`src/rtl/cdc_fifo_burst_reader_if.sv`:
```
// Bus bundle for cdc_fifo_burst_reader: FIFO read port plus framed downstream stream.
// The slave view belongs to the reader; the master view is the environment (FIFO + consumer).
interface cdc_fifo_burst_reader_if #(
    parameter int SIZE      = 4,
    parameter int DAT_BITS  = 8,
    parameter int BURST_LEN = 4
);
    localparam int ABITS = $clog2(SIZE);
    localparam int LBITS = $clog2(BURST_LEN + 1);

    // FIFO read side
    logic                i_val;
    logic [DAT_BITS-1:0] i_dat;
    logic                o_rdy;
    logic                i_emp;
    logic [ABITS:0]      i_wrds;

    // Downstream burst side
    logic                o_val;
    logic [DAT_BITS-1:0] o_dat;
    logic                o_sop;
    logic                o_eop;
    logic [LBITS-1:0]    o_len;
    logic                i_rdy;

    modport slave (
        input  i_val, i_dat, i_emp, i_wrds, i_rdy,
        output o_rdy, o_val, o_dat, o_sop, o_eop, o_len
    );

    modport master (
        output i_val, i_dat, i_emp, i_wrds, i_rdy,
        input  o_rdy, o_val, o_dat, o_sop, o_eop, o_len
    );
endinterface

```
`src/rtl/cdc_fifo_burst_reader.sv`:
```
// Drains the read side of a CDC FIFO into sop/eop-framed bursts of BURST_LEN words,
// flushing a shorter burst after TIMEOUT idle cycles. Optional: CDC_FIFO_BURST_READER_STATS_EN.
module cdc_fifo_burst_reader #(
    parameter int SIZE      = 4,
    parameter int DAT_BITS  = 8,
    parameter int BURST_LEN = 4,
    parameter int TIMEOUT   = 16
) (
    input  logic                          i_clk,
    input  logic                          i_rst_n,
    cdc_fifo_burst_reader_if.slave        bus
`ifdef CDC_FIFO_BURST_READER_STATS_EN
    ,
    output logic [15:0]                   o_full_cnt,
    output logic [15:0]                   o_flush_cnt
`endif
);
    localparam int ABITS = $clog2(SIZE);
    localparam int LBITS = $clog2(BURST_LEN + 1);
    localparam int TBITS = $clog2(TIMEOUT + 1);

    localparam logic [ABITS:0]   SIZE_W    = (ABITS + 1)'(SIZE);
    localparam logic [ABITS:0]   BURST_W   = (ABITS + 1)'(BURST_LEN);
    localparam logic [LBITS-1:0] BURST_L   = LBITS'(BURST_LEN);
    localparam logic [TBITS-1:0] TIMEOUT_T = TBITS'(TIMEOUT);

    typedef enum logic {
        IDLE,
        BURST
    } state_t;

    state_t               state_q, state_d;
    logic [TBITS-1:0]     timer_q;
    logic [LBITS-1:0]     len_q;
    logic [LBITS-1:0]     beat_q;
    logic [ABITS:0]       fill;
    logic                 full_start;
    logic                 flush_start;
    logic                 pop;
    logic                 accept;
    logic                 last_beat;

    logic                 val_q;
    logic [DAT_BITS-1:0]  dat_q;
    logic                 sop_q;
    logic                 eop_q;
    logic [LBITS-1:0]     olen_q;

    // A full FIFO wraps the fill report to zero in its low bits; i_emp disambiguates.
    always_comb begin
        // NOTE: every combinational output gets a default first so no path infers a latch.
        fill = bus.i_wrds;
        if (bus.i_emp) begin
            fill = '0;
        end else if (bus.i_wrds[ABITS-1:0] == '0) begin
            fill = SIZE_W;
        end
    end

    assign full_start  = (state_q == IDLE) && (fill >= BURST_W);
    assign flush_start = (state_q == IDLE) && !full_start
                         && (timer_q == TIMEOUT_T) && (fill != '0);
    assign last_beat   = (beat_q == len_q - LBITS'(1));
    assign accept      = pop && bus.i_val;

    always_ff @(posedge i_clk or negedge i_rst_n) begin
        if (!i_rst_n) begin
            // NOTE: sequential state uses non-blocking assignments so all registers sample together.
            state_q <= IDLE;
        end else begin
            state_q <= state_d;
        end
    end

    always_comb begin
        state_d = state_q;
        pop     = 1'b0;
        case (state_q)
            IDLE: begin
                if (full_start || flush_start) begin
                    state_d = BURST;
                end
            end
            BURST: begin
                pop = (!val_q || bus.i_rdy) && (beat_q < len_q);
                if (pop && bus.i_val && last_beat) begin
                    state_d = IDLE;
                end
            end
            default: state_d = IDLE;
        endcase
    end

    // Flush timer only runs while a partial burst is waiting in IDLE.
    always_ff @(posedge i_clk or negedge i_rst_n) begin
        if (!i_rst_n) begin
            timer_q <= '0;
        end else if (state_q == IDLE) begin
            if (fill == '0 || full_start || flush_start) begin
                timer_q <= '0;
            end else if (fill < BURST_W && timer_q != TIMEOUT_T) begin
                timer_q <= timer_q + TBITS'(1);
            end
        end
    end

    always_ff @(posedge i_clk or negedge i_rst_n) begin
        if (!i_rst_n) begin
            len_q  <= '0;
            beat_q <= '0;
        end else begin
            if (full_start) begin
                len_q <= BURST_L;
            end else if (flush_start) begin
                len_q <= LBITS'(fill);
            end
            if (accept) begin
                beat_q <= last_beat ? '0 : beat_q + LBITS'(1);
            end
        end
    end

    // Output register: loads on every accepted beat, empties when taken without a refill.
    always_ff @(posedge i_clk or negedge i_rst_n) begin
        if (!i_rst_n) begin
            val_q  <= 1'b0;
            dat_q  <= '0;
            sop_q  <= 1'b0;
            eop_q  <= 1'b0;
            olen_q <= '0;
        end else if (accept) begin
            val_q <= 1'b1;
            dat_q <= bus.i_dat;
            sop_q <= (beat_q == '0);
            eop_q <= last_beat;
            if (beat_q == '0) begin
                olen_q <= len_q;
            end
        end else if (val_q && bus.i_rdy) begin
            val_q <= 1'b0;
        end
    end

    assign bus.o_rdy = pop;
    assign bus.o_val = val_q;
    assign bus.o_dat = dat_q;
    assign bus.o_sop = sop_q;
    assign bus.o_eop = eop_q;
    assign bus.o_len = olen_q;

`ifdef CDC_FIFO_BURST_READER_STATS_EN
    logic [15:0] full_cnt_q;
    logic [15:0] flush_cnt_q;

    always_ff @(posedge i_clk or negedge i_rst_n) begin
        if (!i_rst_n) begin
            full_cnt_q  <= '0;
            flush_cnt_q <= '0;
        end else begin
            if (full_start && full_cnt_q != 16'hFFFF) begin
                full_cnt_q <= full_cnt_q + 16'd1;
            end
            if (flush_start && flush_cnt_q != 16'hFFFF) begin
                flush_cnt_q <= flush_cnt_q + 16'd1;
            end
        end
    end

    assign o_full_cnt  = full_cnt_q;
    assign o_flush_cnt = flush_cnt_q;
`endif
endmodule

```
`src/flat_wrapper.sv`:
```
// flat-port wrapper written by rule: the top's interface ports become plain ports
module cdc_fifo_burst_reader_flat 
#(
    parameter int SIZE      = 4,
    parameter int DAT_BITS  = 8,
    parameter int BURST_LEN = 4,
    parameter int TIMEOUT   = 16
)
  (i_clk, i_rst_n, bus_i_val, bus_i_dat, bus_i_emp, bus_i_wrds, bus_i_rdy, bus_o_rdy, bus_o_val, bus_o_dat, bus_o_sop, bus_o_eop, bus_o_len);
  cdc_fifo_burst_reader_if #(.SIZE(SIZE), .DAT_BITS(DAT_BITS), .BURST_LEN(BURST_LEN)) bus_i ();
  input  logic i_clk;
  input  logic i_rst_n;
  input wire logic [$bits(bus_i.i_val)-1:0] bus_i_val;
  input wire logic [$bits(bus_i.i_dat)-1:0] bus_i_dat;
  input wire logic [$bits(bus_i.i_emp)-1:0] bus_i_emp;
  input wire logic [$bits(bus_i.i_wrds)-1:0] bus_i_wrds;
  input wire logic [$bits(bus_i.i_rdy)-1:0] bus_i_rdy;
  output wire logic [$bits(bus_i.o_rdy)-1:0] bus_o_rdy;
  output wire logic [$bits(bus_i.o_val)-1:0] bus_o_val;
  output wire logic [$bits(bus_i.o_dat)-1:0] bus_o_dat;
  output wire logic [$bits(bus_i.o_sop)-1:0] bus_o_sop;
  output wire logic [$bits(bus_i.o_eop)-1:0] bus_o_eop;
  output wire logic [$bits(bus_i.o_len)-1:0] bus_o_len;
  assign bus_i.i_val = bus_i_val;
  assign bus_i.i_dat = bus_i_dat;
  assign bus_i.i_emp = bus_i_emp;
  assign bus_i.i_wrds = bus_i_wrds;
  assign bus_i.i_rdy = bus_i_rdy;
  assign bus_o_rdy = bus_i.o_rdy;
  assign bus_o_val = bus_i.o_val;
  assign bus_o_dat = bus_i.o_dat;
  assign bus_o_sop = bus_i.o_sop;
  assign bus_o_eop = bus_i.o_eop;
  assign bus_o_len = bus_i.o_len;
  cdc_fifo_burst_reader #(.SIZE(SIZE), .DAT_BITS(DAT_BITS), .BURST_LEN(BURST_LEN), .TIMEOUT(TIMEOUT)) u_core (.i_clk(i_clk), .i_rst_n(i_rst_n), .bus(bus_i));
endmodule
```
`config.mk`:
```
export PLATFORM = sky130hd
export DESIGN_NAME = cdc_fifo_burst_reader_flat
export DESIGN_NICKNAME = d
export VERILOG_FILES = /design/src/rtl/cdc_fifo_burst_reader_if.sv /design/src/rtl/cdc_fifo_burst_reader.sv /design/src/flat_wrapper.sv
export SDC_FILE = /design/constraint.sdc
export NUM_CORES = 1
export LEC_CHECK = 0
export CAP_MARGIN = 10
export CORE_MARGIN = 10
export CORE_UTILIZATION = 55
export DETAILED_ROUTE_END_ITERATION = 16
export DONT_BUFFER_PORTS = 1
export GPL_TIMING_DRIVEN = 0
export MAX_ROUTING_LAYER = met4
export PLACE_DENSITY = 0.7
export SLEW_MARGIN = 20
export SYNTH_ARGS = -nofsm -noshare
export SYNTH_HDL_FRONTEND = slang
export SYNTH_SLANG_ARGS = --single-unit
export TNS_END_PERCENT = 5
```
`constraint.sdc`:
```
create_clock -name i_clk -period 2.8 [get_ports i_clk]
set_clock_uncertainty 0.05 [all_clocks]
set_input_delay 0 -clock i_clk [delete_from_list [all_inputs] [get_ports i_clk]]
set_output_delay 0 -clock i_clk [all_outputs]
set_load 0.02 [all_outputs]
```
Yosys cells after proc, flatten, opt, wreduce, memory -nomap -nowiden
Cells that the tools add are included.
Widths: inputs -> output; s select.
- memory bits (writable): 0
- flip-flop bits (word level): 26
- logic and storage cells: 57
- memory bits (read-only): 0
- memories: 0
- latch bits: 0
- multipliers: 0
- $add $sub $neg: 3
- div/mod/pow operators: 0
- bitwise operators: 1
- reductions and logical operators: 25
- mux-type cells: 13
- equal/unequal tests: 3
- magnitude comparators: 3
- shifts and indexed selects: 0
- operators by type and width (kind ; number):
    $mux 3 ; 5
    $logic_and 1x1->1 ; 10
    $mux 5 ; 2
    $logic_not 3->1 ; 2
    $reduce_bool 2->1 ; 3
    $add 5x1->5 const B ; 1
    $eq 5x5->1 const B ; 1
    $mux 1 ; 5
    $ne 5x5->1 const B ; 1
    $logic_or 1x1->1 ; 4
    $reduce_and 2->1 ; 2
    $add 3x1->3 const B ; 1
    $eq 3x3->1 ; 1
    $ge 3x3->1 const B ; 1
    $lt 3x3->1 ; 1
    $lt 3x3->1 const B ; 1
    $reduce_bool 3->1 ; 1
    $sub 3x1->3 const B ; 1
    $logic_not 1->1 ; 2
    $logic_not 2->1 ; 1
    $pmux 1 s2 ; 1
    $not 1->1 ; 1

Depth between registers and ports, before layout
Gate-level depths: netlist (run 1).
- depth in word-level cells: 12
- depth in mapped cells: 7

Worst setup path before layout (run 1)
No wires, ideal clock.
- kind: register -> register
- start: register u_core.beat_q[1]
- end: register u_core.olen_q[0], in the netlist u_core.bus.o_len[0]
- arrival time: 1787 ps
- library setup time: 125 ps
- cell stages (with the launch flop): 6
- setup slack: 839 ps
- required time: 2625 ps
- buffers on the path: 0
- cells stage by stage: dfrtp_1 > ha_1 > nor2b_1 > o21a_1 > nor4b_2 > mux2_2
- cells in the longest elaborated chain, start to end: 5
- elaborated cells between the ends (all ways): 6
- classes of those cells: order compare: 1; mux: 1; reduce/logical: 4
- ends and longest elaborated chain (element ; line ; RTL):
    from (decl) ; cdc_fifo_burst_reader.sv:35 ; logic [LBITS-1:0] beat_q;
    from (signal assigned) ; cdc_fifo_burst_reader.sv:118 ; beat_q <= last_beat ? '0 : beat_q + LBITS'(1);
    $lt 3x3->1 ; cdc_fifo_burst_reader.sv:85 ; pop = (!val_q || bus.i_rdy) && (beat_q < len_q);
    $logic_and 1x1->1 ; cdc_fifo_burst_reader.sv:85 ;
    $mux 1 ; cdc_fifo_burst_reader.sv:78 ; case (state_q)
    $logic_and 1x1->1 ; cdc_fifo_burst_reader.sv:64 ; assign accept = pop && bus.i_val;
    $reduce_and 2->1 (no line) (*) ; n/a ;
    to (signal assigned) ; cdc_fifo_burst_reader.sv:137 ; olen_q <= len_q;
    to (decl) ; cdc_fifo_burst_reader.sv:47 ; logic [LBITS-1:0] olen_q;
Every way passes the cells marked *; elsewhere a longest branch is shown, timed or not.
A chain may end at the register's enable or synchronous reset.

Worst setup path in the final report (run 1)
- start: register u_core.beat_q[1]
- end: output bus_o_rdy
- cells in the longest elaborated chain, start to end: 3
- ends and longest elaborated chain (element ; line ; RTL):
    $lt 3x3->1 ; cdc_fifo_burst_reader.sv:85 ;
    $logic_and 1x1->1 ; cdc_fifo_burst_reader.sv:85 ;
    $mux 1 ; cdc_fifo_burst_reader.sv:78 ;
    to (decl) ; flat_wrapper.sv:18 ; output wire logic [$bits(bus_i.o_rdy)-1:0] bus_o_rdy;
No other way between the ends.

==> results of run 1 <==
through the flow:
stage          utilization, %  hold WS (ns)  area, µm²  setup WS, ns  power [mW]
6_report                70.19       0.02239       1553        0.4390       1.608
5_1_grt                 70.19       0.01066       1553        0.2848       1.746
4_1_cts                 70.19       0.03120       1553        0.4260       1.620
3_5_place_dp            59.67       -0.3447       1320        0.5865       1.322
3_3_place_gp            59.67       -0.3448       1320        0.6180       1.288
2_1_floorplan               -       -0.3456       1285        0.8386       1.191
cells in the mapped netlist:
cell type  count
dfrtp_1       26
mux2_2        12
o21ai_0        9
ha_1           8
nor2_1         8
inv_1          7
nand2_1        7
nand2b_1       4
mux2i_1        3
a21oi_1        2
nand3_1        2
nor2b_1        2
nor3_1         2
or2_2          2
a211o_1        1
a21o_1         1
a22oi_1        1
buf_2          1
clkbuf_1       1
nand4_1        1
nand4b_1       1
nor3_2         1
nor3b_1        1
nor4_1         1
nor4b_2        1
nor4bb_1       1
o21a_1         1
o21bai_1       1
or4_1          1
or4b_1         1
xnor2_1        1
xor3_1         1
cells in the final DEF, fill, tap and decap left out, types with 2 or more instances in the layout:
| cell type | n |
|---|---|
| o21ai_0 | 9 |
| mux2i_1 | 3 |
| nand2_1 | 7 |
| dlygate4sd3_1 | 16 |
| dfrtp_1 | 26 |
| nand3_1 | 2 |
| mux2_2 | 12 |
| a21oi_1 | 2 |
| nand2b_1 | 4 |
| nor2b_1 | 2 |
| nor3_1 | 2 |
| ha_1 | 8 |
| inv_1 | 7 |
| clkbuf_4 | 3 |
| or2_2 | 2 |
| nor2_1 | 8 |
worst reg2reg max path: stages, from the launching register on:
cell,delay [ns]
dfrtp_1,0.47
ha_1,0.31
nor2b_1,0.13
o21a_1,0.24
nor4b_2,0.53
mux2_2,0.39
registers in the layout, indices dropped and copies added (netlist names):
name,count
u_core.len_q,3
u_core.bus.o_len,3
u_core.bus.o_dat,8
u_core.bus.o_sop,1
u_core.bus.o_eop,1
u_core.state_q,1
u_core.beat_q,3
u_core.bus.o_val,1
u_core.timer_q,5
layer usage:
metal	up-vias	wire [µm]
li1	437	-
met3	4	111
met2	19	1374
met1	460	1136
met5	-	0
met4	0	31
power by group through the flow:
| stage | Combinational [mW] | Clock (mW) | Sequential, mW |
|---|---|---|---|
| floorplan | 0.471 | 0 | 0.720 |
| global placement | 0.531 | 0 | 0.757 |
| detailed placement | 0.559 | 0 | 0.764 |
| CTS | 0.600 | 0.264 | 0.756 |
| global route | 0.685 | 0.286 | 0.775 |
| finish | 0.595 | 0.260 | 0.753 |
kinds of logic after synthesis:
| family | Yosys count | share of synthesized area [%] |
|---|---|---|
| and+or+nand+nor | 36 | 16.16 |
| DFF | 26 | 50.63 |
| AOI/OAI and AO/OA | 16 | 7.304 |
| muxes | 15 | 12.85 |
| buffers and inverters | 9 | 2.726 |
| adders and majority gates | 8 | 7.790 |
| xor gates and xnor gates | 2 | 2.532 |
final cells by class:
type	count	area, µm²
Multi-Input combinational cell	77	599.3
Fill cell	173	659.4
Sequential cell	26	650.6
Buffer	2	8.758
Inverter	7	26.28
Clock inverter	1	30.03
Timing Repair Buffer	17	180.2
Tap cell	28	35.03
Clock buffer	3	22.52
path summary, 6_finish.rpt:
path	from	end	slack, ns	depth (start not counted)
hold reg to reg	u_core.timer_q[1]	u_core.timer_q[1]	0.51	2
hold / removal	i_rst_n	u_core.bus.o_eop	0.02	2
setup / recovery	u_core.beat_q[1]	bus_o_rdy	0.44	4
min in group i_clk	bus_i_wrds[2]	u_core.timer_q[0]	0.06	4
setup reg to reg	u_core.beat_q[1]	u_core.bus.o_len[2]	0.57	5
max in group asynchronous	i_rst_n	u_core.beat_q[0]	2.51	2
==> results.yml, run 1 <==
power:
  p_int_mw: 0.9728
  power.switching_mw: 0.6353
  power_leakage_nw: 0.7134
  p_per_area_nw_per_um2: 1036
  swShare_pct: 39.51
  combPwrFrac_pct: 37.0
  pwr-share-seq_pct: 46.8
  pwr-share-clk_pct: 16.2
  irDropWorstVdd_mv: 0.7147
detailed_routing:
  wl_um: 2653
  drc: 0
  drt-pass1-iter-count: 4
  avgViaCountPerCell: 5.714
  drtIter0Drc: 69
  post_drt_wl_per_cell_um: 16.48
  routed-via-count: 920
  drtAntennaViolNets: 0
floorplan:
  row_count: 17
  io_pins: 31
  die_height_um: 68.34
  die_w_um: 68.34
  initial_core_util_pct: 58.09
  core_um2: 2212
  die-area_um2: 4670
synth:
  synth_top_cell_area_share_pct: 50.63
  yosysSeqAreaShare_pct: 50.63
  syn_area_um2: 1285
  postSynthAreaPerCell_um2: 11.47
  syn_inst: 112
  synth_nets: 136
  ys_types: 32
  yosysTopAreaCell: "dfrtp_1"
  synth_area_leaders: "dfrtp_1, mux2_2, ha_1, o21ai_0, mux2i_1"
  ys.warnings.count: 0
  synth-seq-cells: 26
grt:
  grt_util_met3_pct: 3.752
  grt_pass1_wl_um: 4464
  antenna_found_initial: 0
  grt_pass1_vias: 964
  track_usage_pct: 12.72
  grt.met1_usage_pct: 14.35
  grt-busiest-layer: "met2"
  grt-ovfl-total: 0
  grt_max_degree: 27
  use_met2_pct: 21.16
timing:
  setup-violations-final: 0
  finalSetupTns_ns: 0
  layout_min_cycle_time_ns: 2.361
  rsz0062_at_grt: "no"
  fmax_mhz: 423.5
  finalHoldViolCount: 0
  fin_crit_sh_pct: 84.32
  slew_headroom_pct: 36.08
  finalMaxSlewViolations: 0
  worst_pin_slew_ns: 0.9459
critical_path:
  crit_slowest_cell: "nor4bb_1"
  endpoint_kind: "output pin"
  slowest_delay_ns: 0.83
  crit_family: "simple AND/OR/NAND/NOR gates"
  worstPathRequired_ns: 2.75
  worstSetupStartpointType: "register"
  crit_chain: "ha_1, nor2b_1, o21a_1, nor4bb_1"
  crit_buf_inv: 0
  cp.arrival_ns: 2.31
  critPathKind: "register to output pin"
  crit_fanout: 7
status:
  outcome: "finished clean"
cts:
  cts.clk_slew.worst_paths_ns: 0.15
  h-tree-depth: 1
  cts_buffer_depth: 2
  insertion_delay_ns: 0.33
  cts.repair.resized: 0
  numCtsBuffers: 3
  ctsHoldBuffers: 17
  cts_tree: "built"
  cts_setup_buffers: 0
  cts.sinks: 26
  cts-root-buf: "clkbuf_4"
placement:
  dp_cells: 140
  dpl.hpwl_um: 1909
  place.gp.congestion: 0.7523
  portBuffers: 0
min_path:
  hold_path.class: "input pin to async pin"
finish:
  diodes: 0
  drive_gt1_share_pct: 16.54
  fin_cells: 161
  area_growth_pct: 20.84
  nets: 158
flow_run:
  cap_violations: 0
Power figures use the tool's default switching activity.
==> run 2, diff against run 1 <==
ABC_AREA = 1   (was not set)
clock period = 2.4 ns   (was 2.8 ns; I/O delays follow)
==> run 2 against run 1 <==
Hold slack improved by 0.0093 ns. Critical path depth increased by 6. Worst setup slack got worse by 0.29 ns. Clock-buffer cell count unchanged. Largest cell class unchanged. Highest routed layer unchanged.
==> results.yml, run 2 <==
floorplan:
  initial_core_util_pct: 58.82
  core_um2: 2233
  die_w_um: 68.88
  die_height_um: 68.88
  die-area_um2: 4744
  row_count: 17
  io_pins: 31
status:
  outcome: "finished clean"
timing:
  worst_pin_slew_ns: 0.4351
  slew_headroom_pct: 70.68
  setup-violations-final: 0
  hold_ws_ns: 0.03168
  fin_ws_ns: 0.1491
  finalHoldViolCount: 0
  fin_crit_sh_pct: 93.79
  finalMaxSlewViolations: 0
  layout_min_cycle_time_ns: 2.251
  finalSetupTns_ns: 0
  fmax_mhz: 444.3
  rsz0062_at_grt: "no"
detailed_routing:
  drt-pass1-iter-count: 5
  post_drt_wl_per_cell_um: 14.67
  drtIter0Drc: 47
  drc: 0
  avgViaCountPerCell: 5.170
  wl_um: 3111
  drtAntennaViolNets: 0
  routed-via-count: 1096
power:
  p_per_area_nw_per_um2: 1342
  power_leakage_nw: 0.8716
  p_total_mw: 2.176
  irDropWorstVdd_mv: 0.9585
cts:
  cts_buffer_depth: 2
  cts_tree: "built"
  numCtsBuffers: 3
  cts_setup_buffers: 0
  h-tree-depth: 1
  cts-root-buf: "clkbuf_4"
  cts.sinks: 26
  insertion_delay_ns: 0.33
  cts.clk_slew.worst_paths_ns: 0.15
synth:
  syn_inst: 159
  synth_edf_count: 0
  yosysSeqAreaShare_pct: 49.52
  synth-seq-cells: 26
  ys_types: 17
  synth_most_common_cell: "nand2_1"
  synth_flop_cell: "dfrtp_1"
  postSynthAreaPerCell_um2: 8.263
  synth.top_cells.by_count: "nand2_1, dfrtp_1, inv_1"
  synth_top_cell_area_share_pct: 49.52
  yosysTopAreaCell: "dfrtp_1"
  synth_area_leaders: "dfrtp_1, nand2_1, ha_1, inv_1, nand3_1"
  syn_area_um2: 1314
  synth_nets: 183
  ys.warnings.count: 0
  synthArstFlopShare_pct: 100.0
finish:
  diodes: 0
  largest_register_ffs: 8
  fill_cells: 171
  nets: 209
  post-route-util_pct: 72.61
  layout_commonest_cell: "nand2_1"
  area_growth_pct: 23.43
  register_area_um2: 650.6
  final_cell_mix: "nand2_1, dfrtp_1, inv_1"
  fin_area_um2: 1622
  drive_gt1_share_pct: 7.065
  fin_cells: 212
  multiInputGateArea_um2: 564.3
critical_path:
  worstSetupStartpointType: "register"
  critPathKind: "register to register"
  crit_slowest_cell: "dlygate4sd3_1"
  slowest_delay_ns: 0.55
  worstPathRequired_ns: 2.63
  crit_fanout: 10
  endpoint_kind: "register"
  cp.arrival_ns: 2.48
  crit_chain: "ha_1, nand2_1, nand2_1, nand2_1, nand2_2, nor2_4, buf_6, nand2_1, nand2_1, dlygate4sd3_1"
  cp_common_cell: "nand2_1"
placement:
  dp_cells: 187
  portBuffers: 0
  dpl_cell_area_um2: 1349
  place.gp.congestion: 0.8460
  pre_cts_slack_ns: 0.7153
  dpl.hpwl_um: 2128
grt:
  grt_max_degree: 27
  grt-ovfl-total: 0
  track_usage_pct: 14.49
  grt_pass1_wl_um: 5092
  antenna_found_initial: 0
  grt_pass1_vias: 1135
flow_run:
  cap_violations: 0
min_path:
  hold_path.class: "input pin to async pin"
-- run 2: changes by cell type in the layout (fill, tap and decap cells not counted), sizes merged, moves of 3 or more --
cell / change
nand2: +51
mux2: -12
inv: +15
nor3: -3
mux2i: -3
dlygate4sd3: +4
nand3: +10
nor2: +5
o21ai: -3
nand2b: -4
xor2: +4
-- run 2: logic make-up (layout without fill, tap and decap cells) --
kind of cell	Yosys count	after routing	share of synthesized area [%]
buffers and inverters	24	49	7.523
AND/OR/NAND/NOR	86	86	28.38
AO/OA/AOI/OAI	11	11	4.286
flip-flops	26	26	49.52
XOR/XNOR	4	4	2.666
adder cells (fa/ha/maj)	8	8	7.619
-- run 2: timing repair --
item	CTS	global route
hold endpoints to repair	51	0
gates resized for setup	0	0
hold buffers	21	0
-- run 2: final timing paths --
check | startpoint | to | slack (ns) | cells after the start
worst max-delay path | u_core.beat_q[1] | u_core.bus.o_dat[5] | 0.15 | 10
worst min-delay path | i_rst_n | u_core.len_q[2] | 0.03 | 2
worst max register to register | u_core.beat_q[1] | u_core.bus.o_dat[5] | 0.15 | 10
worst min register to register | u_core.beat_q[0] | u_core.beat_q[0] | 0.49 | 2
max in group asynchronous | i_rst_n | u_core.bus.o_dat[2] | 2.11 | 2
min in group i_clk | bus_i_rdy | u_core.bus.o_sop | 0.09 | 4
-- run 2: power by group --
| part | internal [mW] | total, mW | switching (mW) |
|---|---|---|---|
| logic | 0.370 | 0.942 | 0.572 |
| registers | 0.624 | 0.929 | 0.305 |
| clock network | 0.169 | 0.306 | 0.137 |
-- run 2: routing by layer --
metal  wire length (µm)  share of wire [%]  global-route usage, %
met5                  0                  0                      -
met4                 52                1.7                  4.926
met3                131                4.2                  3.543
met2               1671                 54                  25.80
met1               1255                 40                  15.23
-- run 2: final cells by class --
type,instances,area share (%)
Clock inverter,1,1.852
Tap cell,28,2.160
Clock buffer,3,1.389
Inverter,22,5.093
Sequential cell,26,40.12
Buffer,2,1.003
Timing Repair Buffer,21,13.58
Multi-Input combinational cell,109,34.80
-- run 2: critical path, delay by kind of cell, from the launching register on --
family / cells / cell delay, ns
simple gates: 7 / 0.64
buf+inv: 2 / 0.71
fa+ha+maj: 1 / 0.32
flops: 1 / 0.48
==> run 3, diff against run 2 <==
GPL_TIMING_DRIVEN = 1   (was 0)
==> run 3 against run 2 <==
Flip-flop and latch count unchanged. Clock power down 26%. Sequential power fell by 0.4%. Wire length is 0.13% lower. First-iteration DRC count down 34%. Clock-buffer cell count is 1 higher. Register-to-register slack gained 0.05 ns. Utilization up 1.1 points. Design area rose by 1.5%. Highest routed layer unchanged. Critical endpoint is now u_core.bus.o_dat[6]. Critical path type unchanged. Non-clock buffer count rose by 4. Global-route usage fell by 0.43 points. Sequential share of layout area decreased by 0.61 points.
==> results.yml, run 3 (synthesized netlist as in run 2, its figures left out) <==
critical_path:
  cp_common_cell: "nand2_1"
  critPathKind: "register to register"
  crit_slowest_cell: "dlygate4sd3_1"
  crit_fanout: 10
  crit_chain: "ha_1, nand2_1, nand2_1, nand2_1, nand2_2, nor2_4, nand2_1, dlygate4sd3_1, nand2_1"
  cp.arrival_ns: 2.43
  endpoint_kind: "register"
  slowest_delay_ns: 0.57
  worstSetupStartpointType: "register"
  worstPathRequired_ns: 2.63
grt:
  grt_pass1_vias: 1153
  grt_pass1_wl_um: 4968
  grt_max_degree: 27
  track_usage_pct: 14.06
  grt-ovfl-total: 0
  antenna_found_initial: 0
timing:
  fin_crit_sh_pct: 91.64
  rsz0062_at_grt: "no"
  hold_ws_ns: 0.001632
  slew_headroom_pct: 70.98
  finalSetupTns_ns: 0
  fmax_mhz: 454.7
  layout_min_cycle_time_ns: 2.199
  setup-violations-final: 0
  finalMaxSlewViolations: 0
  finalHoldViolCount: 0
  worst_pin_slew_ns: 0.4308
finish:
  diodes: 0
  layout_commonest_cell: "nand2_1"
  final_cell_mix: "nand2_1, dfrtp_1, dlygate4sd3_1"
  nets: 213
  drive_gt1_share_pct: 6.383
  area_growth_pct: 25.33
  largest_register_ffs: 8
  fin_area_um2: 1647
cts:
  cts_buffer_depth: 2
  cts.sinks: 26
  cts.repair.resized: 0
  h-tree-depth: 1
  cts-root-buf: "clkbuf_4"
  cts.clk_slew.worst_paths_ns: 0.15
  insertion_delay_ns: 0.33
  numCtsBuffers: 3
  cts_tree: "built"
placement:
  dpl_cell_area_um2: 1333
  dpl.hpwl_um: 2014
  portBuffers: 0
  place.gp.congestion: 0.8870
floorplan:
  initial_core_util_pct: 58.82
  die-area_um2: 4744
  io_pins: 31
  core_um2: 2233
  row_count: 17
  die_w_um: 68.88
  die_height_um: 68.88
status:
  outcome: "finished clean"
detailed_routing:
  wl_um: 3107
  drt-pass1-iter-count: 6
  drtAntennaViolNets: 0
  drc: 0
  routed-via-count: 1081
  drtIter0Drc: 31
  post_drt_wl_per_cell_um: 14.38
  avgViaCountPerCell: 5.005
power:
  irDropWorstVdd_mv: 0.9771
  p_per_area_nw_per_um2: 1259
  power_leakage_nw: 0.8611
min_path:
  hold_path.class: "input pin to register"
flow_run:
  cap_violations: 0
-- run 3: worst max-delay path: cells and delay by family (launching register included) --
family,cells,cell delay [ns]
and+or+nand+nor,7,0.73
buffers and inverters,1,0.57
DFF,1,0.48
adders and majority gates,1,0.32
-- run 3: timing repair --
item	4_1_cts	5_1_grt
endpoints found under the setup margin	0	1
setup buffers	0	1
endpoints found under the hold margin	50	0
hold buffers	26	0
-- run 3: final timing paths --
path                            slack [ns]  depth (start not counted)                   to        startpoint
worst max-delay path                  0.20                          9  u_core.bus.o_dat[6]  u_core.beat_q[1]
worst min-delay path                 0.002                          3      u_core.len_q[2]     bus_i_wrds[1]
worst max register to register        0.20                          9  u_core.bus.o_dat[6]  u_core.beat_q[1]
worst min register to register        0.48                          2     u_core.beat_q[0]  u_core.beat_q[0]
max in group asynchronous             2.11                          2      u_core.len_q[2]           i_rst_n
min in group asynchronous             0.03                          2  u_core.bus.o_len[1]           i_rst_n
-- run 3: layer usage --
metal	vias to the layer above	GRT usage, %	wire length (µm)
met5	-	-	0
met4	0	5.911	53
met3	7	4.026	201
met2	35	23.86	1578
met1	491	14.97	1274
li1	548	-	-
-- run 3: report_power, final --
group / switching (mW) / total (mW) / internal, mW
Sequential: 0.302 / 0.925 / 0.624
Clock: 0.132 / 0.225 / 0.0929
Combinational: 0.559 / 0.923 / 0.364
-- run 3: metrics by stage --
stage | worst slack [ns] | power, mW | utilization, % | std cells
after floorplan | 0.9309 | 1.539 | - | 159
after global placement | 0.7502 | 1.665 | 59.66 | 185
after detailed placement | 0.6660 | 1.703 | 59.66 | 185
after CTS | 0.1255 | 2.039 | 73.39 | 215
after global routing | 0.07036 | 2.250 | 73.73 | 216
final | 0.2007 | 2.074 | 73.73 | 216
-- run 3: final cells by class --
cell class,instances,area (µm²)
Fill cell,163,586.8
Clock buffer,4,36.28
Inverter,22,82.58
Sequential cell,26,650.6
Timing Repair Buffer,27,277.8
Tap cell,28,35.03
Multi-Input combinational cell,109,564.3
